==> src/rtl/lsu_stage.sv <==
// Single-outstanding load/store stage: IDLE -> ISSUE -> (CAPTURE) -> RESP.
// Optional feature macro LSU_MISALIGN_TRAP_EN: trap misaligned half/word accesses instead of aligning them down.

module lsu_stage (
  input  logic        clk,
  input  logic        rst,
  input  logic        req_valid,
  output logic        req_ready,
  input  logic        req_we,
  input  logic [2:0]  req_funct3,
  input  logic [31:0] req_addr,
  input  logic [31:0] req_wdata,
  output logic [3:0]  mem_w_en,
  output logic [31:0] mem_addr,
  output logic [31:0] mem_din,
  input  logic [31:0] mem_dout,
  output logic        rsp_valid,
  input  logic        rsp_ready,
  output logic [31:0] rsp_rdata,
  output logic        rsp_err
);

  typedef enum logic [1:0] {
    IDLE    = 2'd0,
    ISSUE   = 2'd1,
    CAPTURE = 2'd2,
    RESP    = 2'd3
  } state_e;

  localparam logic [1:0] SZ_BYTE = 2'b00;
  localparam logic [1:0] SZ_HALF = 2'b01;

  state_e      state_q, state_d;
  logic        we_q, we_d;
  logic [2:0]  funct3_q, funct3_d;
  logic [31:0] addr_q, addr_d;
  logic [31:0] wdata_q, wdata_d;
  logic [31:0] rdata_q, rdata_d;
  logic        err_q, err_d;

  // ---------------------------------------------------------------------------
  // Request decode (on the incoming request, used only when accepting in IDLE)
  // ---------------------------------------------------------------------------
  logic        req_legal;
  logic        req_reject;
  logic [31:0] req_eff_addr;

  always_comb begin
    if (req_we) begin
      req_legal = (req_funct3 == 3'b000) || (req_funct3 == 3'b001) || (req_funct3 == 3'b010);
    end else begin
      req_legal = (req_funct3 != 3'b011) && (req_funct3 != 3'b110) && (req_funct3 != 3'b111);
    end
  end

`ifdef LSU_MISALIGN_TRAP_EN
  logic req_misaligned;

  always_comb begin
    unique case (req_funct3[1:0])
      SZ_BYTE: req_misaligned = 1'b0;
      SZ_HALF: req_misaligned = req_addr[0];
      default: req_misaligned = |req_addr[1:0];
    endcase
  end

  assign req_reject   = !req_legal || req_misaligned;
  assign req_eff_addr = req_addr;
`else
  assign req_reject = !req_legal;

  // Misaligned halfword/word accesses are silently aligned down to their natural boundary.
  always_comb begin
    req_eff_addr = req_addr;
    unique case (req_funct3[1:0])
      SZ_BYTE: req_eff_addr = req_addr;
      SZ_HALF: req_eff_addr[0] = 1'b0;
      default: req_eff_addr[1:0] = 2'b00;
    endcase
  end
`endif

  // ---------------------------------------------------------------------------
  // Lane steering for the registered access
  // ---------------------------------------------------------------------------
  logic [1:0]  lane_off;
  logic [3:0]  lane_mask;
  logic [31:0] byte_mask;
  logic [31:0] store_data;
  logic [31:0] load_shifted;
  logic [31:0] load_data;

  assign lane_off = addr_q[1:0];

  always_comb begin
    unique case (funct3_q[1:0])
      SZ_BYTE: lane_mask = 4'b0001 << lane_off;
      SZ_HALF: lane_mask = 4'b0011 << {lane_off[1], 1'b0};
      default: lane_mask = 4'b1111;
    endcase
  end

  assign byte_mask  = {{8{lane_mask[3]}}, {8{lane_mask[2]}}, {8{lane_mask[1]}}, {8{lane_mask[0]}}};
  assign store_data = (wdata_q << {lane_off, 3'b000}) & byte_mask;

  // funct3[2] set means zero-extend (LBU/LHU).
  assign load_shifted = mem_dout >> {lane_off, 3'b000};

  always_comb begin
    unique case (funct3_q[1:0])
      SZ_BYTE: load_data = {{24{~funct3_q[2] & load_shifted[7]}}, load_shifted[7:0]};
      SZ_HALF: load_data = {{16{~funct3_q[2] & load_shifted[15]}}, load_shifted[15:0]};
      default: load_data = mem_dout;
    endcase
  end

  // ---------------------------------------------------------------------------
  // FSM next state and outputs
  // ---------------------------------------------------------------------------
  // NOTE: every signal written here gets a default first, so no path can infer a latch.
  always_comb begin
    state_d  = state_q;
    we_d     = we_q;
    funct3_d = funct3_q;
    addr_d   = addr_q;
    wdata_d  = wdata_q;
    rdata_d  = rdata_q;
    err_d    = err_q;

    req_ready = 1'b0;
    mem_w_en  = 4'b0000;
    mem_addr  = 32'h0;
    mem_din   = 32'h0;
    rsp_valid = 1'b0;
    rsp_rdata = rdata_q;
    rsp_err   = err_q;

    unique case (state_q)
      IDLE: begin
        req_ready = 1'b1;
        if (req_valid) begin
          we_d     = req_we;
          funct3_d = req_funct3;
          addr_d   = req_eff_addr;
          wdata_d  = req_wdata;
          rdata_d  = 32'h0;
          err_d    = req_reject;
          state_d  = req_reject ? RESP : ISSUE;
        end
      end

      ISSUE: begin
        mem_addr = {addr_q[31:2], 2'b00};
        if (we_q) begin
          mem_w_en = lane_mask;
          mem_din  = store_data;
          state_d  = RESP;
        end else begin
          state_d  = CAPTURE;
        end
      end

      CAPTURE: begin
        rdata_d = load_data;
        state_d = RESP;
      end

      RESP: begin
        rsp_valid = 1'b1;
        if (rsp_ready) begin
          state_d = IDLE;
        end
      end

      default: state_d = IDLE;
    endcase
  end

  // NOTE: state registers use non-blocking assignments; reset is synchronous and clears every field.
  always_ff @(posedge clk) begin
    if (rst) begin
      state_q  <= IDLE;
      we_q     <= 1'b0;
      funct3_q <= 3'b000;
      addr_q   <= 32'h0;
      wdata_q  <= 32'h0;
      rdata_q  <= 32'h0;
      err_q    <= 1'b0;
    end else begin
      state_q  <= state_d;
      we_q     <= we_d;
      funct3_q <= funct3_d;
      addr_q   <= addr_d;
      wdata_q  <= wdata_d;
      rdata_q  <= rdata_d;
      err_q    <= err_d;
    end
  end

endmodule

==> config.mk <==
export PLATFORM = sky130hd
export DESIGN_NAME = lsu_stage
export DESIGN_NICKNAME = d
export VERILOG_FILES = /design/src/rtl/lsu_stage.sv
export SDC_FILE = /design/constraint.sdc
export NUM_CORES = 1
export LEC_CHECK = 0
export BUFFER_PORTS_ARGS = -buffer_cell sky130_fd_sc_hd__buf_2
export CORE_MARGIN = 2
export CORE_UTILIZATION = 52
export DETAILED_ROUTE_END_ITERATION = 8
export MAX_ROUTING_LAYER = met4
export PLACE_DENSITY = 0.89
export SLEW_MARGIN = 10
export SYNTH_ARGS = -nofsm -noshare
export SYNTH_HDL_FRONTEND = slang
export SYNTH_SLANG_ARGS = --single-unit
==> constraint.sdc <==
create_clock -name clk -period 3.3 [get_ports clk]
set_clock_uncertainty 0.05 [all_clocks]
set_input_delay 0 -clock clk [delete_from_list [all_inputs] [get_ports clk]]
set_output_delay 0 -clock clk [all_outputs]
set_load 0.05 [all_outputs]
### Word-level counts from Yosys, hierarchy flattened

Index checks and enable logic that the tools add are counted.

* register bits: 103
* output and inout bits: 103

* equality and inequality tests: 12
* shifts and indexed selects: 4
* multiplexer cells: 19
* bitwise gates (word level): 4
* reductions and logical operators: 14

Operator list (number)
* $mux 32: 4
* $pmux 32 s2: 2
* $and 32x32->32: 1
* $shl 32x5->32: 1
* $shr 32x5->16: 1
* $mux 4: 2
* $pmux 2 s4: 1
* $pmux 4 s2: 1
* $eq 2x1->1 const B: 3
* $logic_not 2->1: 3
* $mux 1: 6
* $mux 2: 3
* $ne 3x3->1 const B: 2
* $reduce_and 2->1: 3
* $eq 2x2->1 const B: 2
* $ne 2x2->1 const B: 2
* $shl 1x2->4 const A: 1
* $shl 2x2->4 const A: 1
* $eq 3x1->1 const B: 1
* $eq 3x2->1 const B: 1
* $logic_not 3->1: 1
* $ne 3x2->1 const B: 1
* $and 1x1->1: 2
* $logic_and 1x1->1: 2
* 5 further kinds: 6

### Longest topological paths before layout

Gate-level depths: netlist of run 1.

* depth after elaboration: 7
* depth in mapped cells: 8

### Least setup slack after synthesis of run 1

Ideal clock, no wire load.

* path type: register to output
* start: register addr_q[1]
* end: output port mem_din[24]
* data arrival time: 2.558 ns
* data required time: 3.250 ns
* slack: 0.692 ns
* stages on the path, launching flop included: 6
* path buffers: 3
* path through: dfxtp_1 clkbuf_1 buf_2 clkbuf_1 a211oi_1 a211oi_1

* cells in the longest elaborated chain, start to end: 5

Ends and longest elaborated chain
* start, declared: line 36 `logic [31:0] addr_q, addr_d;`
* start signal, assigned: line 193 `addr_q <= addr_d;`
* parallel branches: the longest is 2 deep, another holds $shl 32x5->32
* $and 32x32->32 (*): line 104 `assign store_data = (wdata_q << {lane_off, 3'b000}) & byte_mask;`
* $mux 32 (*): line 154 `if (we_q) begin`
* $mux 32 (*): line 138 `unique case (state_q)`
* end, declared: line 15 `output logic [31:0] mem_din,`

Every way passes the cells marked *.

### Worst setup path in the final report of run 1

* start: register state_q[0]
* end: register rdata_q[21] (netlist: rsp_rdata[21])

* cells in the longest elaborated chain, start to end: 3

Ends and longest elaborated chain
* start, declared: line 33 `state_e state_q, state_d;`
* start signal, assigned: line 190 `state_q <= state_d;`
* $eq 2x2->1 or $logic_not 2->1 (tied branches): line 138
* $reduce_bool 2->1 (no source line) or $ne 2x2->1 (tied branches)
* $reduce_and 2->1 (no source line)
* end signal, assigned: line 195 `rdata_q <= rdata_d;`
* end, declared: line 38 `logic [31:0] rdata_q, rdata_d;`

Several ways; a longest one is shown, not always the timed one.
A chain may end at the register's enable or synchronous reset.

==> impl_metrics.json, run 1 <==
{
  "die_height_um": 101,
  "clock-sinks": 103,
  "rrSetupSlack_ns": 0.57,
  "vias_per_cell": 5.61,
  "vias": 5750,
  "yosysMostFrequentCell": "nand2_1",
  "fin_nets": 1018,
  "gp_congestion": 0.903,
  "grt_first_pass_wirelength_mm": 26.8,
  "coreArea_um2": 9200,
  "clk_pin_slew_ns": 0.10,
  "power_leakage_nw": 3.23,
  "layout_min_cycle_time_ns": 2.73,
  "ys_async_sr_fraction": 0,
  "drt_iter0_drc": 419,
  "postRouteWirelength_mm": 17.4,
  "outcome": "completed",
  "max_freq_ghz": 0.366,
  "cts_setup_buffers": 0,
  "drtPass1Iterations": 5,
  "irDropWorstVdd_mv": 0.435,
  "hold_end": "state_q[0]",
  "drive_above_1_share": 0.265,
  "syn2layout_area_growth_pct": 45.9,
  "start_util": 0.535,
  "drv_slew": 0,
  "cp.required_ns": 3.55,
  "arrival_ns": 2.98,
  "worstSetupEndpointType": "flop",
  "grt_pass1_vias": 5634,
  "min_path_cells": 5,
  "numPortBuffers": 204,
  "path_delay_family": "compound AO/OA/AOI/OAI gates",
  "tritoncts": "done",
  "avgSynthCellArea_um2": 7.77,
  "synth_top_area_share": 0.419,
  "final-setup-viol-count": 0,
  "wl_per_cell_um": 17.0,
  "die_width_um": 101,
  "hold_path.class": "in2reg",
  "n_antenna_cell": 0,
  "cts_max_level": 3,
  "dieArea_um2": 10200,
  "reg2reg_from": "state_q[0]",
  "rows": 35,
  "root_buffer": "clkbuf_8",
  "syn_inst": 633,
  "tns_ns": 0,
  "ys.flop_type": "dfxtp_1",
  "path_cells": "inv_1, ha_1, nor2b_4, or4_4, a2111oi_4, a221o_1",
  "worstSetupPathType": "reg2reg",
  "ys_warn_count": 0,
  "worstHoldStart": "rsp_ready",
  "fill_cells": 600,
  "drc": 0,
  "path_buf_inv": 1,
  "yosysTopAreaCell": "dfxtp_1",
  "grt-ovfl-total": 0,
  "worst_pin_slew_ns": 0.957,
  "final_cell_count_no_fill": 1025,
  "grt_max_degree": 80,
  "gr-usage-all-layers": 0.341,
  "synth_edf_count": 0,
  "antenna_found_initial": 0,
  "antenna_left": 0,
  "slew_headroom": 0.362,
  "synth-seq-cells": 103,
  "ios": 207,
  "cp_slowest_cell": "a2111oi_4",
  "critPathMaxFanout": 16,
  "netlist_area_um2": 4920,
  "power.density_nw_per_um2": 577,
  "synth_common_cells": "152 x nand2_1, 103 x dfxtp_1, 96 x a21oi_1, 43 x nor2_1, 42 x clkbuf_1",
  "synthTopCellsByArea": "dfxtp_1 42%, nand2_1 12%, a21oi_1 9.8%",
  "start_kind": "flop",
  "hpwlAfterDp_mm": 10.7,
  "seq_area_frac_synth": 0.419,
  "finalCritPeriodShare": 0.827,
  "cts_buffer_depth": 2,
  "grt_setup_unrepaired": "no",
  "critPathMaxStageDelay_ns": 0.88,
  "clk_latency_ns": 0.37,
  "hold_violations": 0,
  "cts-buffers-inserted": 9,
  "dp.cells": 907,
  "synth_cell_types": 41,
  "reg2reg_depth": 6,
  "drv_cap": 0,
  "reg2reg_to": "rsp_rdata[21]"
}
[what timing repair did]
item | in CTS | in global routing
hold endpoints to repair | 100 | 0
hold buffers | 102 | 0
resized for setup | 0 | 0
[per-stage QoR]
step           hold slack [ns]  power [mW]   util  area, um^2  setup WS [ns]
6_report                0.0281        4.14  0.780        7170          0.570
5_1_grt                 0.0673        4.35  0.780        7170          0.411
4_1_cts                 0.0201        4.10  0.780        7170          0.611
3_5_place_dp             0.197        3.19  0.647        5950          0.659
3_3_place_gp             0.190        3.13  0.647        5950          0.817
2_1_floorplan           0.0860        2.78      -        4920          0.692
[worst min-delay path, cell delays in order]
cell      delay (ns)
buf_2           0.10
inv_1           0.05
a21oi_1         0.10
o21ai_0         0.09
a211oi_1        0.07
[final cells by class]
type                            count  area (um^2)  share of cell area
Sequential cell                   103         2060               0.288
Tap cell                          111          139              0.0194
Clock inverter                      5         65.1             0.00907
Timing Repair Buffer              317         2120               0.296
Inverter                            7         26.3             0.00366
Multi-Input combinational cell    471         2610               0.364
Clock buffer                       11          141              0.0197
[registers in the layout, indices dropped and copies added, names as in the netlist]
signal,flops
rsp_rdata,32
state_q,2
funct3_q,3
wdata_q,32
addr_q,32
we_q,1
rsp_err,1
[cell families after synthesis]
| logic type | after synthesis | synth area share |
|---|---|---|
| multiplexers | 28 | 0.0575 |
| adder cells (fa/ha/maj) | 5 | 0.0127 |
| other | 1 | 0.000763 |
| AO/OA/AOI/OAI | 167 | 0.211 |
| AND/OR/NAND/NOR | 269 | 0.248 |
| buffers and inverters | 60 | 0.0506 |
| flip-flops | 103 | 0.419 |
[routing by layer]
| metal | share of wire | GRT usage | vias to the layer above |
|---|---|---|---|
| met5 | 0 | - | - |
| met4 | 0.036 | 0.168 | 0 |
| met3 | 0.084 | 0.0725 | 73 |
| met2 | 0.49 | 0.573 | 360 |
| met1 | 0.39 | 0.383 | 2626 |
| li1 | - | - | 2691 |
[cells in the final DEF (no fill, tap or decap), types with 2 or more instances in the layout]
cell           Yosys  layout
conb_1             1       2
buf_4              3      11
nor2b_1           11      11
and2_1            38      38
ha_1               5       5
inv_1              6       6
clkinv_4           0       2
dfxtp_2            0       2
a211oi_1          17      17
nand3b_1           2       2
o221ai_1           7       7
clkbuf_8           0      10
a221o_1           16      16
o21ai_1            5       5
nand2b_1           9       9
nor2_1            43      43
a22oi_1            9       9
nor3_1             3       3
dfxtp_1          103     101
dlygate4sd3_1      0     102
inv_6              0       2
or3_1              2       2
mux2i_1           26      26
mux2_2             2       2
buf_2              4     204
nand2_1          152     151
a21oi_1           96      96
o21ai_0           12      12
[worst max path at each step]
| stage | slack (ns) | depth (start not counted) | end | startpoint |
|---|---|---|---|---|
| after floorplan | 0.69 | 5 | mem_din[24] | addr_q[1] |
| after global placement | 0.82 | 6 | rsp_rdata[18] | state_q[0] |
| after detailed placement | 0.66 | 6 | rsp_rdata[29] | state_q[0] |
| after CTS | 0.61 | 6 | rsp_rdata[17] | state_q[0] |
| after global routing | 0.41 | 6 | rsp_rdata[21] | state_q[0] |
| final | 0.57 | 6 | rsp_rdata[21] | state_q[0] |
[where the power goes]
group          switching [mW]  leakage, nW  internal [mW]
registers               0.170        0.842           1.46
logic                    1.13         2.29          0.545
clock network           0.452        0.105          0.381
total                    1.75         3.23           2.39
No activity file was read; power rests on OpenSTA's default activity.
==> inputs of run 2 (changes only) <==
Settings changed: CORE_UTILIZATION 52 to 44, PLACE_DENSITY 0.89 to 0.8.
Clock period 3.3 ns to 2.5 ns, I/O delays scaled along.
==> impl_metrics.json, run 2 (synthesis results as in run 1) <==
{
  "n_antenna_cell": 0,
  "coreArea_um2": 10900,
  "layout_min_cycle_time_ns": 2.35,
  "worstSetupPathType": "reg2out",
  "clk_pin_slew_ns": 0.10,
  "max_freq_ghz": 0.426,
  "numPortBuffers": 204,
  "layout_commonest_cell": "buf_2",
  "cp_slowest_cell": "o21bai_1",
  "fill_cells": 882,
  "hpwlAfterDp_mm": 10.3,
  "critPathMaxFanout": 9,
  "hold_violations": 0,
  "slew_headroom": 0.229,
  "gr-usage-all-layers": 0.285,
  "vias": 5638,
  "cts-buffers-inserted": 9,
  "start_kind": "flop",
  "postRouteWirelength_mm": 17.0,
  "power_leakage_nw": 3.27,
  "rows": 38,
  "drc": 0,
  "grt_first_pass_wirelength_mm": 26.1,
  "tns_ns": 0,
  "critPathMaxStageDelay_ns": 0.48,
  "drv_slew": 0,
  "worst_pin_slew_ns": 1.15,
  "path_cells": "inv_1, ha_1, nand2_1, o21bai_1, a211oi_2, buf_2",
  "die_width_um": 110,
  "hold_buffers": 102,
  "fin_nets": 1021,
  "worstSetupEndpointType": "output pin",
  "cts_max_level": 3,
  "clk_latency_ns": 0.37,
  "start_util": 0.452,
  "antenna_found_initial": 0,
  "grt_setup_unrepaired": "no",
  "drv_cap": 0,
  "grt_pass1_vias": 5457,
  "gp_congestion": 0.904,
  "drtPass1Iterations": 5,
  "cts_buffer_depth": 2,
  "cts_setup_buffers": 0,
  "final-setup-viol-count": 0,
  "antenna_left": 0,
  "cp.required_ns": 2.45,
  "die_height_um": 110,
  "vias_per_cell": 5.33,
  "arrival_ns": 2.30,
  "final_cell_count_no_fill": 1057,
  "grt_max_degree": 80,
  "irDropWorstVdd_mv": 0.542,
  "syn2layout_area_growth_pct": 48.9,
  "ios": 207,
  "outcome": "completed",
  "hold_path.class": "in2reg",
  "clock-sinks": 103,
  "cts_resized": 0,
  "dp.cells": 939,
  "final_cell_mix": "204 x buf_2, 151 x nand2_1, 102 x dlygate4sd3_1",
  "root_buffer": "clkbuf_8",
  "dieArea_um2": 12000,
  "drive_above_1_share": 0.277,
  "wl_per_cell_um": 16.1,
  "finalCritPeriodShare": 0.940,
  "drt_iter0_drc": 468,
  "power.density_nw_per_um2": 759,
  "grt-ovfl-total": 0,
  "tritoncts": "done"
}
[run 2: final cells by class]
cell class | instances | area, um^2 | share of cell area
clock buffers | 10 | 128 | 0.0174
clock inverters | 6 | 83.8 | 0.0115
inverters | 7 | 26.3 | 0.00359
multi-input cells | 471 | 2660 | 0.363
flip-flops and latches | 103 | 2060 | 0.282
well taps | 140 | 175 | 0.0239
repair buffers | 320 | 2180 | 0.298
[run 2: worst paths after layout]
path	slack, ns	startpoint	cells after the start	endpoint
setup reg to reg	0.20	state_q[0]	7	rsp_rdata[20]
hold / removal	0.03	rsp_ready	5	state_q[0]
hold reg to reg	0.40	wdata_q[24]	2	wdata_q[24]
setup / recovery	0.15	state_q[1]	6	mem_din[25]
[run 2: power breakdown]
| group | internal (mW) | switching (mW) | leakage, nW | total [mW] |
|---|---|---|---|---|
| clock network | 0.564 | 0.587 | 0.110 | 1.15 |
| registers | 1.93 | 0.213 | 0.842 | 2.14 |
| logic | 0.767 | 1.50 | 2.32 | 2.26 |
[run 2: worst max-delay path, delay by kind of cell (launching register included)]
kind	cells	cell delay, ns
AO/OA/AOI/OAI	2	0.84
AND/OR/NAND/NOR	1	0.14
adder cells (fa/ha/maj)	1	0.17
flip-flops	1	0.35
buffers and inverters	2	0.43
[run 2: stage by stage]
stage / setup WS (ns) / total power [mW] / area, um^2 / utilization / hold slack, ns
final: 0.151 / 5.56 / 7320 / 0.672 / 0.0260
after global routing: 0.0253 / 5.86 / 7320 / 0.672 / 0.0691
after CTS: 0.177 / 5.54 / 7320 / 0.672 / 0.00939
after detailed placement: 0.236 / 4.28 / 6090 / 0.559 / 0.195
after global placement: 0.304 / 4.25 / 6090 / 0.559 / 0.189
after floorplan: 0.0611 / 3.69 / 4960 / - / 0.0860
[run 2: layer usage]
metal  wire length (um)  track usage
met1               7010        0.336
met2               8050        0.463
met3               1290       0.0611
met4                645        0.134
met5                  0            -
